[src/rtl/clock_time_keeper.sv]
// clock_time_keeper
//   Time-of-day keeper. Divides clk down to a once-per-second tick and keeps
//   hours/minutes/seconds plus a seconds-of-day count for the display and
//   format logic downstream. A three-button set mode lets the user edit the
//   hours and the minutes.
//
// Parameters
//   CLK_HZ      input clock frequency in Hz (>= 2); one second = CLK_HZ cycles
//   HOURS_DAY   hour wrap value (<= 24); hours count 0..HOURS_DAY-1
//
// Ports
//   clk         in   1   system clock, all logic on posedge
//   reset_n     in   1   asynchronous, active-low reset
//   buttons     in   3   [0]=mode, [1]=up, [2]=down; already synchronised and
//                        debounced, level sensitive
//   hours       out  5   current hour
//   minutes     out  6   current minute
//   seconds     out  6   current second
//   sec_of_day  out  17  3600*hours + 60*minutes + seconds, one cycle behind
//   tick_1hz    out  1   one-cycle pulse per elapsed second (RUN only)
//   set_mode    out  2   2'b00 RUN, 2'b01 SET_HOUR, 2'b10 SET_MIN

module clock_time_keeper #(
    parameter int CLK_HZ    = 100_000_000,
    parameter int HOURS_DAY = 24
) (
    input  logic        clk,
    input  logic        reset_n,
    input  logic [2:0]  buttons,
    output logic [4:0]  hours,
    output logic [5:0]  minutes,
    output logic [5:0]  seconds,
    output logic [16:0] sec_of_day,
    output logic        tick_1hz,
    output logic [1:0]  set_mode
);

    localparam int              PW       = (CLK_HZ > 2) ? $clog2(CLK_HZ) : 1;
    localparam logic [PW-1:0]   PRESC_TC = PW'(CLK_HZ - 1);
    localparam logic [4:0]      HOUR_MAX = 5'(HOURS_DAY - 1);
    localparam logic [5:0]      MIN_MAX  = 6'd59;

    typedef enum logic [1:0] {
        RUN      = 2'b00,
        SET_HOUR = 2'b01,
        SET_MIN  = 2'b10
    } mode_e;

    mode_e          state_q, state_d;
    logic [PW-1:0]  presc_q, presc_d;
    logic [4:0]     hours_q, hours_d;
    logic [5:0]     minutes_q, minutes_d;
    logic [5:0]     seconds_q, seconds_d;
    logic [16:0]    sod_q, sod_d;
    logic           tick_q, tick_d;
    logic [2:0]     buttons_q;

    logic [2:0]     press;
    logic           modeReq;
    logic           incReq;
    logic           decReq;

    // A press is the first cycle a button reads high; holding it does nothing more.
    // Up and down together cancel each other out.
    assign press   = buttons & ~buttons_q;
    assign modeReq = press[0];
    assign incReq  = press[1] & ~press[2];
    assign decReq  = press[2] & ~press[1];

    // Next-state logic: the prescaler and carry chain run only in RUN; in the
    // set states the prescaler is parked at 0 so leaving SET_MIN starts a
    // full second. A mode press always takes priority over up/down.
    always_comb begin
        state_d   = state_q;
        presc_d   = presc_q;
        hours_d   = hours_q;
        minutes_d = minutes_q;
        seconds_d = seconds_q;
        tick_d    = 1'b0;
        sod_d     = 17'(hours_q) * 17'd3600 + 17'(minutes_q) * 17'd60 + 17'(seconds_q);

        case (state_q)
            RUN: begin
                if (presc_q == PRESC_TC) begin
                    presc_d = '0;
                    tick_d  = 1'b1;
                    if (seconds_q == MIN_MAX) begin
                        seconds_d = '0;
                        if (minutes_q == MIN_MAX) begin
                            minutes_d = '0;
                            hours_d   = (hours_q == HOUR_MAX) ? 5'd0 : hours_q + 5'd1;
                        end else begin
                            minutes_d = minutes_q + 6'd1;
                        end
                    end else begin
                        seconds_d = seconds_q + 6'd1;
                    end
                end else begin
                    presc_d = presc_q + PW'(1);
                end
                // A mode press on the terminal-count cycle still lets that second count.
                if (modeReq) begin
                    state_d = SET_HOUR;
                    presc_d = '0;
                end
            end

            SET_HOUR: begin
                presc_d = '0;
                if (modeReq) begin
                    state_d = SET_MIN;
                end else if (incReq) begin
                    hours_d = (hours_q == HOUR_MAX) ? 5'd0 : hours_q + 5'd1;
                end else if (decReq) begin
                    hours_d = (hours_q == 5'd0) ? HOUR_MAX : hours_q - 5'd1;
                end
            end

            SET_MIN: begin
                presc_d = '0;
                if (modeReq) begin
                    state_d   = RUN;
                    seconds_d = '0;
                end else if (incReq) begin
                    minutes_d = (minutes_q == MIN_MAX) ? 6'd0 : minutes_q + 6'd1;
                end else if (decReq) begin
                    minutes_d = (minutes_q == 6'd0) ? MIN_MAX : minutes_q - 6'd1;
                end
            end

            default: begin
                state_d = RUN;
                presc_d = '0;
            end
        endcase
    end

    // State registers; reset clears the time and abandons any edit in progress.
    always_ff @(posedge clk or negedge reset_n) begin
        if (!reset_n) begin
            state_q   <= RUN;
            presc_q   <= '0;
            hours_q   <= '0;
            minutes_q <= '0;
            seconds_q <= '0;
            sod_q     <= '0;
            tick_q    <= 1'b0;
            buttons_q <= '0;
        end else begin
            state_q   <= state_d;
            presc_q   <= presc_d;
            hours_q   <= hours_d;
            minutes_q <= minutes_d;
            seconds_q <= seconds_d;
            sod_q     <= sod_d;
            tick_q    <= tick_d;
            buttons_q <= buttons;
        end
    end

    assign hours      = hours_q;
    assign minutes    = minutes_q;
    assign seconds    = seconds_q;
    assign sec_of_day = sod_q;
    assign tick_1hz   = tick_q;
    assign set_mode   = state_q;

endmodule

[config.mk]
export PLATFORM = sky130hd
export DESIGN_NAME = clock_time_keeper
export DESIGN_NICKNAME = d
export VERILOG_FILES = /design/src/rtl/clock_time_keeper.sv
export SDC_FILE = /design/constraint.sdc
export NUM_CORES = 1
export LEC_CHECK = 0
export ABC_AREA = 1
export CAP_MARGIN = 20
export CORE_MARGIN = 1.5
export CORE_UTILIZATION = 65
export CTS_CLUSTER_DIAMETER = 80
export DETAILED_ROUTE_END_ITERATION = 12
export PLACE_DENSITY = 0.89
export SLEW_MARGIN = 40
export SYNTH_ARGS = -nofsm -noshare
export SYNTH_HDL_FRONTEND = slang
export SYNTH_SLANG_ARGS = --single-unit
[constraint.sdc]
create_clock -name clk -period 10.3 [get_ports clk]
set_input_delay 1.03 -clock clk [delete_from_list [all_inputs] [get_ports clk]]
set_output_delay 1.03 -clock clk [all_outputs]
set_load 0.03 [all_outputs]
==> impl_metrics.env, run 1 <==
export IMPL_clock_sinks=67
export IMPL_io_buffer_count=41
export IMPL_arrival_ns=4.81
export IMPL_synth_edf_count=0
export IMPL_hold_class="reg2reg"
export IMPL_syn_inst=709
export IMPL_skew_ns=0.0127
export IMPL_drc_errors=0
export IMPL_hold_buffers=0
export IMPL_crit_type="reg2reg"
export IMPL_synthXorXnorAreaFrac_pct=5.84
export IMPL_relSlewSlack_pct=48.7
export IMPL_worst_skew_pair_late_latency_ns=0.36
export IMPL_hold_start="seconds[1]"
export IMPL_final_fill_count=617
export IMPL_multi_input_area_mm2=0.00344
export IMPL_ir_drop_mv=0.171
export IMPL_grt_pass1_vias=4608
export IMPL_tritoncts="yes"
export IMPL_track_usage_pct=29.3
export IMPL_cts_buffers=9
export IMPL_p_per_area_mw_per_mm2=307
export IMPL_fmax_ghz=0.219
export IMPL_clockRootBuffer="clkbuf_8"
export IMPL_seq_area_frac_synth_pct=30.2
export IMPL_synth_top_area_share_pct=30.2
export IMPL_register_area_mm2=0.00168
export IMPL_viasPerCell=5.54
export IMPL_synth_top_family_by_area="simple AND/OR/NAND/NOR gates"
export IMPL_start_util_pct=67.2
export IMPL_core_mm2=0.00826
export IMPL_r2r_end="sec_of_day[16]"
export IMPL_required_ns=10.55
export IMPL_endpoint_kind="register"
export IMPL_first_pass_iters=5
export IMPL_yosys_area_top_type="dfrtp_1"
export IMPL_synthMuxAreaShare_pct=0
export IMPL_r2r_cells=20
export IMPL_r2r_start="minutes[0]"
export IMPL_die_w_um=95.4
export IMPL_rows=33
export IMPL_ys_types=34
export IMPL_hpwl_um=9420
export IMPL_ant_nets=0
export IMPL_finalWirelength_um=12600
export IMPL_async_flop_share_pct=100
export IMPL_ff2ff_setup_slack_ns=5.74
export IMPL_syn_nets=798
export IMPL_final_cell_mix="179 x nand2_1, 94 x inv_1, 72 x nor2_1"
export IMPL_crit_path_start_kind="register"
export IMPL_synth_simple_gate_area_share_pct=31.0
export IMPL_die_h_um=95.4
export IMPL_ctsLongestPathBuffers=2
export IMPL_rsz0062_at_grt="no"
export IMPL_synth_warnings=0
export IMPL_avgSynthCellArea_um2=7.83
export IMPL_slew_violations=0
export IMPL_hold_viol=0
export IMPL_worst_slack_ns=5.74
export IMPL_ctsResizeCount=0
export IMPL_timing_final_crit_share_pct=44.3
export IMPL_synthTopCellsByArea="dfrtp_1 30%, ha_1 16%, nand2_1 12%, inv_1 6.4%, nand3_1 5.6%"
export IMPL_synth_seq_cells=67
export IMPL_synthAdderAreaFrac_pct=20.8
export IMPL_dieArea_mm2=0.00910
export IMPL_synth_compound_area_share_pct=4.26
export IMPL_cap_violations=0
export IMPL_status="finished, final reports clean"
export IMPL_whs_endpoint="sec_of_day[1]"
export IMPL_htree_levels=3
export IMPL_min_period_ns=4.56
export IMPL_drtIter0Drc=186
export IMPL_ios=42
export IMPL_nNetsFinal=844
export IMPL_grt_pass1_wl_um=20600
export IMPL_finalPower_uw=1910
export IMPL_holdPathStages=0
export IMPL_synth_area_mm2=0.00555
export IMPL_post_place_ws_ns=5.80
export IMPL_synthToLayoutAreaGrowth_pct=12.1
export IMPL_grt_max_degree=68
export IMPL_antenna_found_initial=0
export IMPL_routabilityCongestion=0.936
export IMPL_diodes=0
export IMPL_worst_pin_slew_ns=0.768
export IMPL_overflow=0
export IMPL_vias=4794
export IMPL_final_common_cell="nand2_1"
export IMPL_synthFlopType="dfrtp_1"
export IMPL_post_drt_wl_per_cell_um=14.6
export IMPL_path_clk_slew_ns=0.08
export IMPL_tns_ns=0
export IMPL_cts_setup_buffers=0
export IMPL_static_leakage_power_uw=0.00318
export IMPL_setup_viol=0
export IMPL_path_max_fanout=11
export IMPL_layout_drive_gt1_share_pct=7.50
cell type report:
type	instances	area share [%]
clock buffer	9	1.99
clock inverter	7	1.21
inverter	96	5.79
multi-input combinational	539	55.3
sequential	67	26.9
tap	105	2.11
timing repair buffer	42	6.70
where the power goes:
group          internal (µW)  switching, µW  leakage (µW)
registers                334           87.0      0.000884
logic                    475            788       0.00219
clock network            113            111      0.000104
per-stage QoR:
step | instance area (µm²) | hold slack [ns] | cells | utilization (%)
2_1_floorplan | 5550 | 0.418 | 709 | -
3_3_place_gp | 6020 | 0.440 | 849 | 72.9
6_report | 6220 | 0.489 | 865 | 75.3
4_1_cts | 6220 | 0.487 | 865 | 75.3
5_1_grt | 6220 | 0.520 | 865 | 75.3
3_5_place_dp | 6020 | 0.473 | 849 | 72.9
metal layers:
layer	GRT usage [%]	up-vias	part of all wire [%]
li1	-	2330	-
met3	6.14	41	5.0
met2	50.8	161	51
met4	12.6	0	2.8
met5	0	-	0
met1	35.1	2262	42
critical path, stage by stage (launching register included):
cell	delay [ns]
dfrtp_1	0.64
fa_1	0.52
xnor2_1	0.24
inv_1	0.07
ha_1	0.17
or2_2	0.30
ha_1	0.35
nand2_1	0.06
o21ai_0	0.33
nand2_1	0.09
nand3_1	0.10
xnor2_1	0.12
inv_1	0.06
ha_1	0.28
ha_1	0.36
a21oi_1	0.28
nor2_1	0.08
nor2_1	0.12
nand3_1	0.13
nand3_1	0.09
nand2_1	0.05
Yosys cell counts, types with 2 or more instances:
cell,number
nor3_1,8
nand3_1,62
nand2_1,179
nand3_2,2
xor2_1,25
or2_1,2
buf_6,3
xnor2_1,12
a31oi_1,2
inv_2,2
nand4_1,11
or2_2,3
o21ai_1,2
nor2_4,14
inv_1,94
dfrtp_1,67
fa_1,14
nand3b_1,2
o21ai_0,20
a21oi_1,17
nor2_2,4
nor2_1,72
ha_1,70
nor3b_1,2
buf_4,2
nand2_2,10
how the worst max path moves through the flow:
stage,depth (start not counted),startpoint,end
after floorplan,19,minutes[3],sec_of_day[16]
after global placement,19,minutes[3],sec_of_day[16]
after detailed placement,20,minutes[0],sec_of_day[16]
after CTS,20,minutes[0],sec_of_day[16]
after global routing,21,minutes[0],sec_of_day[16]
final,20,minutes[0],sec_of_day[16]
kinds of logic after synthesis:
logic type	after synthesis
DFF	67
AOI/OAI and AO/OA	44
and+or+nand+nor	374
adders and majority gates	84
buffers and inverters	103
xor gates and xnor gates	37
registers in the layout, indices dropped and copies added, names as in the netlist:
name / count
presc_q: 27
sec_of_day: 17
minutes: 6
seconds: 6
hours: 5
buttons_q: 3
set_mode: 2
tick_1hz: 1
Note: power is estimated with default switching activity, not from simulation.
==> run 2, diff against run 1 <==
CORE_UTILIZATION = 60   (was 65)
PLACE_DENSITY = 0.84   (was 0.89)
clock period = 4.8 ns   (was 10.3 ns; I/O delays follow)
==> impl_metrics.env, run 2 (synthesized netlist as in run 1, its figures left out) <==
export IMPL_crit_start="minutes[0]"
export IMPL_cts_buffers=9
export IMPL_arrival_ns=4.69
export IMPL_clockRootBuffer="clkbuf_8"
export IMPL_met3_usage_pct=5.13
export IMPL_overflow=0
export IMPL_fin_hold_ws_ns=0.207
export IMPL_skew_ns=0.0152
export IMPL_crit_path_start_kind="register"
export IMPL_path_max_fanout=11
export IMPL_r2r_start="minutes[0]"
export IMPL_hold_buffers=0
export IMPL_rsz0062_at_grt="no"
export IMPL_endpoint_kind="register"
export IMPL_worst_skew_pair_late_latency_ns=0.36
export IMPL_ff2ff_setup_slack_ns=0.35
export IMPL_antenna_found_initial=0
export IMPL_rows=34
export IMPL_relSlewSlack_pct=59.3
export IMPL_cts_setup_buffers=0
export IMPL_grt_pass1_vias=4744
export IMPL_io_buffer_count=41
export IMPL_track_usage_pct=26.0
export IMPL_post_place_ws_ns=0.246
export IMPL_die_w_um=99.2
export IMPL_finalPower_uw=4080
export IMPL_max_stage_delay_ns=0.54
export IMPL_fmax_ghz=0.225
export IMPL_nNetsFinal=848
export IMPL_first_pass_iters=7
export IMPL_hpwl_um=9250
export IMPL_ant_nets=0
export IMPL_ctsLongestPathBuffers=2
export IMPL_ios=42
export IMPL_p_per_area_mw_per_mm2=654
export IMPL_final_cell_mix="179 x nand2_1, 94 x inv_1, 72 x nor2_1"
export IMPL_r2r_end="sec_of_day[14]"
export IMPL_ir_drop_mv=0.311
export IMPL_hold_viol=0
export IMPL_static_leakage_power_uw=0.00317
export IMPL_grt_pass1_wl_um=20500
export IMPL_synthToLayoutAreaGrowth_pct=12.4
export IMPL_dieArea_mm2=0.00983
export IMPL_post_drt_wl_per_cell_um=14.2
export IMPL_slew_violations=0
export IMPL_busiest_layer="met2"
export IMPL_htree_levels=3
export IMPL_timing_final_crit_share_pct=92.7
export IMPL_grt_use_met2_pct=47.2
export IMPL_layout_drive_gt1_share_pct=8.12
export IMPL_cap_violations=0
export IMPL_cp_slowest_cell="fa_1"
export IMPL_largest_reg_flops=27
export IMPL_min_period_ns=4.45
export IMPL_r2r_cells=20
export IMPL_met1_usage_pct=29.7
export IMPL_final_fill_count=693
export IMPL_clock_sinks=67
export IMPL_die_h_um=99.2
export IMPL_viasPerCell=5.46
export IMPL_diodes=0
export IMPL_status="finished, final reports clean"
export IMPL_vias=4763
export IMPL_worst_pin_slew_ns=0.610
export IMPL_crit_path_end="sec_of_day[14]"
export IMPL_worst_slack_ns=0.348
export IMPL_drc_errors=0
export IMPL_crit_type="reg2reg"
export IMPL_tns_ns=0
export IMPL_hold_class="in2async"
export IMPL_fin_util_pct=70.5
export IMPL_final_common_cell="nand2_1"
export IMPL_tritoncts="yes"
export IMPL_drtIter0Drc=248
export IMPL_required_ns=5.04
export IMPL_regMostFlops="presc_q"
export IMPL_grt_max_degree=68
export IMPL_setup_viol=0
export IMPL_path_clk_slew_ns=0.08
export IMPL_finalWirelength_um=12400
export IMPL_path_cells="fa_1 > xnor2_1 > inv_1 > ha_1 > or2_2 > ha_1 > nand2_1 > o21ai_0 > nand2_1 > nand3_1 > xnor2_1 > inv_1 > ha_1 > ha_1 > a21oi_1 > nor2_1 > nor2_1 > nand3_1 > nand2_1 > nand2_1"
export IMPL_routabilityCongestion=0.941
export IMPL_start_util_pct=62.7
export IMPL_core_mm2=0.00885
-- run 2: cell count changes in the layout (fill, tap and decap cells not counted), moves of 2 or more --
cell	change
buf_4	+4
clkinvlp_4	+3
clkinv_4	-2
dfrtp_1	-2
dfrtp_2	+2
-- run 2: area by class of cell --
| class | count | area, µm² | area share (%) |
|---|---|---|---|
| clock inverters | 5 | 36.3 | 0.582 |
| inverters | 96 | 360 | 5.78 |
| clock buffers | 11 | 141 | 2.27 |
| flip-flops and latches | 67 | 1680 | 26.9 |
| repair buffers | 46 | 447 | 7.16 |
| multi-input cells | 539 | 3440 | 55.1 |
| well taps | 108 | 135 | 2.17 |
-- run 2: through the flow --
stage,std cells,cell area (µm²)
after global routing,872,6240
final,872,6240
after floorplan,709,5550
after global placement,856,6050
after detailed placement,856,6050
after CTS,872,6230
-- run 2: layer usage --
layer / share of wire [%] / vias up
met1: 41 / 2240
met5: 0 / -
met4: 3.1 / 0
met3: 4.4 / 38
li1: - / 2337
met2: 51 / 148
-- run 2: where the power goes --
| part | switching [µW] | total [µW] | internal [µW] | leakage (µW) |
|---|---|---|---|---|
| clock network | 236 | 439 | 203 | 0.0000820 |
| registers | 164 | 883 | 719 | 0.000881 |
| logic | 1720 | 2750 | 1040 | 0.00221 |
-- run 2: how the worst min path moves through the flow --
stage	cells after the start	from	endpoint	slack (ns)
3_5_place_dp	0	seconds[1]	sec_of_day[1]	0.44
4_1_cts	2	reset_n	presc_q[2]	0.34
2_1_floorplan	0	reset_n	buttons_q[0]	0.18
6_report	2	reset_n	presc_q[2]	0.21
5_1_grt	2	reset_n	presc_q[0]	0.26
3_3_place_gp	0	seconds[1]	sec_of_day[1]	0.45
-- run 2: critical path, delay by kind of cell, from the launching register on --
family | cells | cell delay, ns
adders and majority gates | 5 | 1.70
and+or+nand+nor | 9 | 1.02
AOI/OAI and AO/OA | 2 | 0.62
DFF | 1 | 0.51
xor gates and xnor gates | 2 | 0.35
buffers and inverters | 2 | 0.13
-- run 2: what timing repair did --
item,4_1_cts,5_1_grt
endpoints found under the hold margin,0,0
endpoints found under the setup margin,0,3
resized for setup,0,2
